**config.mk**
```make
export PLATFORM = sky130hd
export DESIGN_NAME = scanline_packet_tx
export DESIGN_NICKNAME = d
export VERILOG_FILES = /design/src/rtl/scanline_packet_tx.sv
export SDC_FILE = /design/constraint.sdc
export NUM_CORES = 1
export LEC_CHECK = 0
export ABC_AREA = 1
export BUFFER_PORTS_ARGS = -buffer_cell sky130_fd_sc_hd__buf_2
export CAP_MARGIN = 20
export CORE_ASPECT_RATIO = 0.8
export CORE_UTILIZATION = 25
export CTS_CLUSTER_SIZE = 40
export DETAILED_ROUTE_END_ITERATION = 8
export SKIP_LAST_GASP = 1
export SYNTH_ARGS = -nofsm -noshare
export SYNTH_HDL_FRONTEND = slang
export SYNTH_SLANG_ARGS = --single-unit
export TNS_END_PERCENT = 20
```
**constraint.sdc**
```tcl
create_clock -name CLK12M -period 2.4 [get_ports CLK12M]
set_input_delay 0.12 -clock CLK12M [delete_from_list [all_inputs] [get_ports CLK12M]]
set_output_delay 0.12 -clock CLK12M [all_outputs]
set_load 0.01 [all_outputs]
```
**src/rtl/scanline_packet_tx.sv**
```systemverilog
// Pops one scanline and sends it as a UART 8N1 packet: SYNC, line tag, payload bytes[, checksum when SCANLINE_CHECKSUM_EN].
// Latency: first start bit in the cycle after fifo_empty=0 is seen in IDLE; each byte takes 10*BAUD_DIV cycles.
// Backpressure: one fifo_ack per packet; fifo_empty/scanline are ignored until the packet ends plus one idle cycle.
module scanline_packet_tx #(
    parameter int          LINE_BITS = 160,
    parameter int          BAUD_DIV  = 1,
    parameter logic [7:0]  SYNC_BYTE = 8'hA5
) (
    input  logic                 CLK12M,
    input  logic                 reset,
    input  logic                 fifo_empty,
    input  logic [LINE_BITS-1:0] scanline,
    output logic                 fifo_ack,
    output logic                 uart_tx,
    output logic                 busy
);

    localparam int NB = LINE_BITS / 8;
`ifdef SCANLINE_CHECKSUM_EN
    localparam int PKT_BYTES = NB + 3;
`else
    localparam int PKT_BYTES = NB + 2;
`endif
    localparam int BIW = $clog2(NB + 3);
    localparam logic [BIW-1:0] LAST_IDX = BIW'(PKT_BYTES - 1);
    localparam logic [BIW-1:0] PAY_LAST = BIW'(NB + 1);
    localparam logic [7:0]     TMR_LAST = 8'(BAUD_DIV - 1);

    typedef enum logic [1:0] {IDLE, START, DATA, STOP} state_t;

    state_t               state;
    state_t               state_nxt;
    logic [7:0]           bit_tmr;
    logic [2:0]           bit_idx;
    logic [BIW-1:0]       byte_idx;
    logic [LINE_BITS-1:0] shadow;
    logic [7:0]           line_tag;
    logic [7:0]           cur_byte;
    logic                 bit_end;
    logic                 last_byte;
    logic                 in_payload;
    logic                 uart_tx_nxt;
    logic                 fifo_ack_nxt;
    logic                 busy_nxt;
`ifdef SCANLINE_CHECKSUM_EN
    logic [7:0]           csum;
`endif

    assign bit_end    = (bit_tmr == TMR_LAST);
    assign last_byte  = (byte_idx == LAST_IDX);
    assign in_payload = (byte_idx >= BIW'(2)) && (byte_idx <= PAY_LAST);

    // Payload is shifted out of the shadow, so the current payload byte is always its low byte.
    always_comb begin
        cur_byte = SYNC_BYTE;
        if (byte_idx == BIW'(1))
            cur_byte = line_tag;
        else if (in_payload)
            cur_byte = shadow[7:0];
`ifdef SCANLINE_CHECKSUM_EN
        else if (byte_idx == LAST_IDX)
            cur_byte = csum;
`endif
    end

    always_ff @(posedge CLK12M) begin
        if (!reset) begin
            state    <= IDLE;
            uart_tx  <= 1'b1;
            fifo_ack <= 1'b0;
            busy     <= 1'b0;
            line_tag <= 8'h00;
            bit_tmr  <= 8'h00;
            bit_idx  <= 3'd0;
            byte_idx <= '0;
            shadow   <= '0;
`ifdef SCANLINE_CHECKSUM_EN
            csum     <= 8'h00;
`endif
        end else begin
            state    <= state_nxt;
            uart_tx  <= uart_tx_nxt;
            fifo_ack <= fifo_ack_nxt;
            busy     <= busy_nxt;
            bit_tmr  <= (state == IDLE || bit_end) ? 8'h00 : bit_tmr + 8'd1;
            if (state == IDLE) begin
                bit_idx  <= 3'd0;
                byte_idx <= '0;
                if (!fifo_empty)
                    shadow <= scanline;
`ifdef SCANLINE_CHECKSUM_EN
                csum <= 8'h00;
`endif
            end else if (bit_end) begin
                if (state == DATA)
                    bit_idx <= bit_idx + 3'd1;
                if (state == STOP) begin
                    if (in_payload)
                        shadow <= shadow >> 8;
`ifdef SCANLINE_CHECKSUM_EN
                    if (byte_idx != '0 && byte_idx <= PAY_LAST)
                        csum <= csum ^ cur_byte;
`endif
                    if (last_byte)
                        line_tag <= line_tag + 8'd1;
                    else
                        byte_idx <= byte_idx + BIW'(1);
                end
            end
        end
    end

    always_comb begin
        state_nxt = state;
        case (state)
            IDLE:  if (!fifo_empty) state_nxt = START;
            START: if (bit_end) state_nxt = DATA;
            DATA:  if (bit_end && bit_idx == 3'd7) state_nxt = STOP;
            STOP:  if (bit_end) state_nxt = last_byte ? IDLE : START;
            default: state_nxt = IDLE;
        endcase
    end

    // Next values of the registered outputs; the start bit is launched together with fifo_ack.
    always_comb begin
        uart_tx_nxt  = uart_tx;
        fifo_ack_nxt = 1'b0;
        busy_nxt     = busy;
        case (state)
            IDLE: begin
                uart_tx_nxt = 1'b1;
                if (!fifo_empty) begin
                    uart_tx_nxt  = 1'b0;
                    fifo_ack_nxt = 1'b1;
                    busy_nxt     = 1'b1;
                end
            end
            START: if (bit_end) uart_tx_nxt = cur_byte[0];
            DATA:  if (bit_end) uart_tx_nxt = (bit_idx == 3'd7) ? 1'b1 : cur_byte[bit_idx + 3'd1];
            STOP: begin
                if (bit_end) begin
                    uart_tx_nxt = last_byte;
                    if (last_byte)
                        busy_nxt = 1'b0;
                end
            end
            default: uart_tx_nxt = 1'b1;
        endcase
    end

endmodule

```
==> results of run 1 <==
-- worst max-delay path: stages, from the launching register on --
cell and delay [ns]:
dfxtp_1 0.36, inv_1 0.11, ha_1 0.23, nand3_2 0.11
nand2_1 0.11, inv_2 0.05, nand2_4 0.09, nand2_2 0.08
nor2_4 0.12, nor2_4 0.05, buf_12 0.14, inv_16 0.17
buf_12 0.23, o21ai_1 0.10, a31oi_1 0.22
-- repair_timing --
item                                   in CTS  in global routing
endpoints found under the hold margin     160                  0
setup endpoints to repair                   0                135
buffers inserted                            0                  3
hold buffers                              160                  0
gates resized for setup                     0                  8
-- cells by family after synthesis --
logic type	count (synthesis)	synth area share
AND/OR/NAND/NOR	411	0.198
AO/OA/AOI/OAI	359	0.243
flip-flops	189	0.448
buffers and inverters	144	0.0911
adder cells (fa/ha/maj)	12	0.0178
XOR/XNOR	2	0.00207
-- layout make-up --
class | instances | share of cell area
Inverter | 58 | 0.0203
Antenna cell | 1 | 0.000212
Tap cell | 427 | 0.0453
Clock buffer | 19 | 0.0384
Multi-Input combinational cell | 784 | 0.331
Clock inverter | 13 | 0.00997
Timing Repair Buffer | 351 | 0.234
Sequential cell | 189 | 0.321
-- report_power, final --
part	switching (mW)	internal, mW	leakage (nW)
Sequential	0.563	4.08	1.56
Clock	1.40	1.43	0.285
Combinational	2.49	1.48	2.92
-- synthesized netlist by cell type --
cell type    n
buf_2       18
xor2_1       2
a311o_1      1
nand4_1      4
clkbuf_1    54
a32o_1       9
inv_6        1
buf_12      11
o21ai_0     70
or2_2        1
dfxtp_1    189
o211ai_1     1
nor3_1       8
nor2_1      25
nand3_1      9
a21oi_1     19
nor4_1       2
inv_2        4
nand2_4      1
a31oi_1    153
buf_6        3
nor2_2       3
ha_1        12
o21ai_1    103
nor2_4       3
inv_1       53
a211oi_1     1
nand3_2      3
nor3_2       1
nand3b_1     5
o31ai_1      1
o221ai_1     1
nand2_1    342
nor3b_1      3
nand2_2      1
-- through the flow --
| step | setup slack [ns] | hold WS (ns) | std cells |
|---|---|---|---|
| 2_1_floorplan | 0.510 | 0.242 | 1117 |
| 3_3_place_gp | 0.139 | 0.332 | 1644 |
| 3_5_place_dp | 0.0678 | 0.334 | 1644 |
| 4_1_cts | 0.0352 | 0.0492 | 1836 |
| 5_1_grt | -0.0281 | 0.0793 | 1842 |
| 6_report | 0.128 | 0.0776 | 1842 |
-- worst min-delay path by stage --
stage	to	slack (ns)	cells past startpoint
2_1_floorplan	shadow[152]$_SDFFE_PN0P_	0.24	1
3_3_place_gp	shadow[156]$_SDFFE_PN0P_	0.33	2
3_5_place_dp	shadow[156]$_SDFFE_PN0P_	0.33	2
4_1_cts	fifo_ack$_SDFF_PN0_	0.05	4
5_1_grt	fifo_ack$_SDFF_PN0_	0.08	4
6_report	fifo_ack$_SDFF_PN0_	0.08	4
-- flip-flops by register name (all words and copies together) (netlist names) --
signal and cells:
line_tag 8, busy 1, fifo_ack 1, bit_tmr 8, bit_idx 3, uart_tx 1
byte_idx 5, state 2, shadow 160
-- layer usage --
| metal | up-vias | track usage | wire (µm) |
|---|---|---|---|
| li1 | 4424 | - | - |
| met1 | 4056 | 0.198 | 12700 |
| met2 | 237 | 0.246 | 12300 |
| met3 | 49 | 0.0384 | 1240 |
| met4 | 0 | 0.0552 | 620 |
| met5 | - | 0 | 0 |
==> metrics.txt, run 1 <==
design area 11800 µm²; WL final 26.9 mm; area occupied by multi-input gates 3910 µm²; Tmin final 2.27 ns; RSZ-0062 raised after global routing true; routed wire length per instance 14.6 µm; pwr/cell area 970 nW/µm²; CP Class flip-flop to flip-flop; Worst Hold Launch fifo_empty; Area after DPL 9500 µm²; Crit Reg-Reg Startpoint byte_idx[1]$_SDFFE_PP0P_; crit path from byte_idx[1]$_SDFFE_PP0P_; die height 166 µm; Worst R2R Setup Slack 0.13 ns; row cnt 59; post-synth top area cell dfxtp_1; clock sink count 189; Least-Margin Pin Slew 0.896 ns; Clock Latency Late Sink 0.45 ns; Synth Area per Inst 7.56 µm²; Max-cap violations 0; crit end category flip-flop; vias in the first global route 8269; vias per inst 4.76; Worst Reg-to-Reg Cells 14; post-route ant nets 0; Worst slew margin 0.403; RePlAce Congestion 0.817; most common cell after layout, fill and taps aside nand2_1; Clock Pin Slew Worst Setup and Hold Paths 0.08 ns; Setup crit end shadow[124]$_SDFFE_PN0P_; register area share after synthesis 0.448; flops & latches, synth 189; CP Data Required Time 2.77 ns; CP startpoint kind flip-flop; H-tree depth 4; Tot GR Track Use 0.153; synth warn 0; Mapped Cells 1117; Clock Skews 0.0133 ns; most frequent cells in the layout nand2_1, dfxtp_1, buf_2; DRC errors left 0; Mapped Area 8450 µm²; Area contributors post-synth dfxtp_1, nand2_1, a31oi_1, o21ai_1, o21ai_0; total CTS buffers 17; Area growth syn-to-layout 39.7%; leakage power 4.77 nW; crit share post-route 0.947; largest net degree at the start of global routing 99; Slew Viols, Final 0; Clock Tree Buf Depth 2; worst path arrival time 2.64 ns; first-pass GRT wire length 42.2 mm; # setup viols final 0; via count 8766; Starting Density 0.257; Hold/Removal Path Class input pin to flip-flop; CORE AREA 32900 µm²; share of cells above drive strength 1 0.172; total area of sequential cells 3780 µm²; NumNets Final 1576; CTS tree done; Max FO, Critical Path 43; Final Util 0.359; Net Count, Synth 1292; DRT iter0 DRCs 651; IO buf count 165; antenna violations before repair 1; die footprint 34500 µm²; # IOs 166; Fin. Hold Viols 0; worst vdd ir 0.000576 V; reg2reg end shadow[124]$_SDFFE_PN0P_; grt total ovfl 0; status completed; Yosys cell types 35; chip width 208 µm; number of filler instances in the final layout 3364; Root Driver clkbuf_16; Pre-Repair DR Iteration Count 5; fmax 440 MHz; final setup TNS 0 ns; post-DP HPWL 16.6 mm; top cell type's share of synthesized area 0.448; Total Power 11.4 mW
(Power assumes the default switching activity.)
==> inputs of run 2 (changes only) <==
--- a/config.mk
+++ b/config.mk
@@ -9,6 +9,7 @@
 export BUFFER_PORTS_ARGS = -buffer_cell sky130_fd_sc_hd__buf_2
 export CAP_MARGIN = 20
 export CORE_ASPECT_RATIO = 0.8
+export CORE_MARGIN = 5
 export CORE_UTILIZATION = 25
 export CTS_CLUSTER_SIZE = 40
 export DETAILED_ROUTE_END_ITERATION = 8
==> run 2 against run 1 <==
Compared with the run above:
- register-to-register slack gained 0.07 ns
- clock skew is essentially flat
- cell area shrank 0.24%
- critical endpoint is now shadow[60]$_SDFFE_PN0P_
- largest power group unchanged
==> metrics.txt, run 2 (synthesized netlist as in run 1, its figures left out) <==
die footprint 37600 µm²; WL final 26.8 mm; fmax 453 MHz; largest net degree at the start of global routing 168; Worst Reg-to-Reg Cells 13; Max-cap violations 0; Clock Pin Slew Worst Setup and Hold Paths 0.07 ns; Hold/Removal Path Class input pin to flip-flop; metal1 wirelength 12.3 mm; most common cell after layout, fill and taps aside nand2_1; max reg flops 160; Pre-Repair DR Iteration Count 5; DRC errors left 0; Setup WS post-layout 0.193 ns; Largest Register shadow; total CTS buffers 17; Clock Skews 0.0137 ns; leakage power 4.73 nW; Slowest-stage cell, CP dfxtp_1; crit end category flip-flop; IO buf count 165; CTS tree done; # IOs 166; chip width 216 µm; biggest regs shadow: 160 flops, bit_tmr: 8 flops, line_tag: 8 flops; pwr/cell area 970 nW/µm²; worst vdd ir 0.000857 V; most frequent cells in the layout nand2_1, dfxtp_1, buf_2; # setup viols final 0; Slew Viols, Final 0; Least-Margin Pin Slew 0.969 ns; status completed; antenna violations before repair 2; share of cells above drive strength 1 0.171; CP Class flip-flop to flip-flop; Worst Path Buf+Inv 4; first-pass GRT wire length 42.6 mm; Tot GR Track Use 0.137; clock sink count 189; Max FO, Critical Path 40; post-route ant nets 0; final non-filler cell total 1848; vias per inst 4.72; Starting Density 0.252; Cell Chain, Critical Path inv_1 -> ha_1 -> nand3_2 -> nand2_1 -> inv_2 -> nand2_4 -> nand2_2 -> nor2_4 -> nor2_4 -> clkinv_8 -> buf_12 -> o21ai_0 -> a31oi_1; NumNets Final 1574; WL met3 1.15 mm; hold depth 3; die height 174 µm; grt total ovfl 0; Worst slew margin 0.354; CP most frequent cell nor2_4; H-tree depth 4; RSZ-0062 raised after global routing true; RePlAce Congestion 0.790; Worst R2R Setup Slack 0.19 ns; Area growth syn-to-layout 39.3%; reg2reg end shadow[60]$_SDFFE_PN0P_; CP Data Required Time 2.72 ns; pre-CTS WS 0.102 ns; post-DP HPWL 16.4 mm; routed wire length per instance 14.5 µm; Fin. Hold Viols 0; Worst Hold End shadow[2]$_SDFFE_PN0P_; Top delay family on crit path simple AND/OR/NAND/NOR gates; row cnt 60; worst path arrival time 2.53 ns; dpl cells 1649; vias in the first global route 8366; Root Driver clkbuf_16; highest routed layer met4; Clock Latency Late Sink 0.44 ns; CP startpoint kind flip-flop; Clock Tree Buf Depth 2; Worst Hold Launch scanline[2]; crit share post-route 0.920; Tmin final 2.21 ns; crit path from byte_idx[1]$_SDFFE_PP0P_; via count 8726; met2 wire len 12.7 mm; CORE AREA 33500 µm²; DRT iter0 DRCs 688; Worst path max stage delay 0.41 ns; Crit Reg-Reg Startpoint byte_idx[1]$_SDFFE_PP0P_
-- run 2: cell types whose count changed in the layout (fill, tap and decap cells not counted), sizes merged --
cell         before  now
dlygate4sd3     160  159
clkbuf           21   20
diode             1    2
inv              66   64
clkinvlp          0    3
bufinv            0    1
clkinv            5    4
buf             189  188
-- run 2: power by group --
| part | internal [mW] | switching, mW |
|---|---|---|
| registers | 4.08 | 0.537 |
| logic | 1.45 | 2.48 |
| clock network | 1.50 | 1.37 |
| total | 7.02 | 4.39 |
-- run 2: per-stage QoR --
| stage | util | area, µm² | setup TNS [ns] | hold WS, ns | power [mW] |
|---|---|---|---|---|---|
| floorplan | - | 8450 | 0 | 0.242 | 7.41 |
| global placement | 0.285 | 9530 | 0 | 0.332 | 8.28 |
| detailed placement | 0.285 | 9530 | 0 | 0.335 | 8.35 |
| CTS | 0.350 | 11700 | 0 | 0.0130 | 11.5 |
| global route | 0.351 | 11800 | -0.00998 | 0.0219 | 12.2 |
| finish | 0.351 | 11800 | 0 | 0.0280 | 11.4 |
-- run 2: worst max-delay path by stage --
| stage | to | slack, ns | cells after the start |
|---|---|---|---|
| 4_1_cts | shadow[70]$_SDFFE_PN0P_ | 0.09 | 13 |
| 2_1_floorplan | shadow[0]$_SDFFE_PN0P_ | 0.51 | 14 |
| 3_3_place_gp | shadow[60]$_SDFFE_PN0P_ | 0.14 | 13 |
| 6_report | shadow[60]$_SDFFE_PN0P_ | 0.19 | 13 |
| 3_5_place_dp | shadow[53]$_SDFFE_PN0P_ | 0.10 | 13 |
| 5_1_grt | shadow[95]$_SDFFE_PN0P_ | -0.01 | 13 |
-- run 2: cell type report --
type                            instances  area (µm²)
Fill cell                            3433       21700
Inverter                               58         235
Timing Repair inverter                  2        17.5
Clock inverter                         12         130
Multi-Input combinational cell        784        3910
Timing Repair Buffer                  347        2690
Sequential cell                       189        3780
Clock buffer                           20         447
Tap cell                              434         543
Antenna cell                            2        5.00
-- run 2: tightest hold or removal path, stage by stage --
cell and delay [ns]:
buf_2 0.11, nand2_1 0.09, a31oi_1 0.08
-- run 2: timing repair --
| action | 4_1_cts | 5_1_grt |
|---|---|---|
| hold buffers | 159 | 0 |
| resized for setup | 0 | 3 |
| buffers inserted | 0 | 4 |
| endpoints found under the hold margin | 159 | 0 |
| endpoints found under the setup margin | 0 | 126 |
-- run 2: layer usage --
layer / global-route usage / vias up
li1: - / 4415
met1: 0.181 / 4040
met3: 0.0279 / 43
met2: 0.225 / 228
met5: 0 / -
met4: 0.0443 / 0
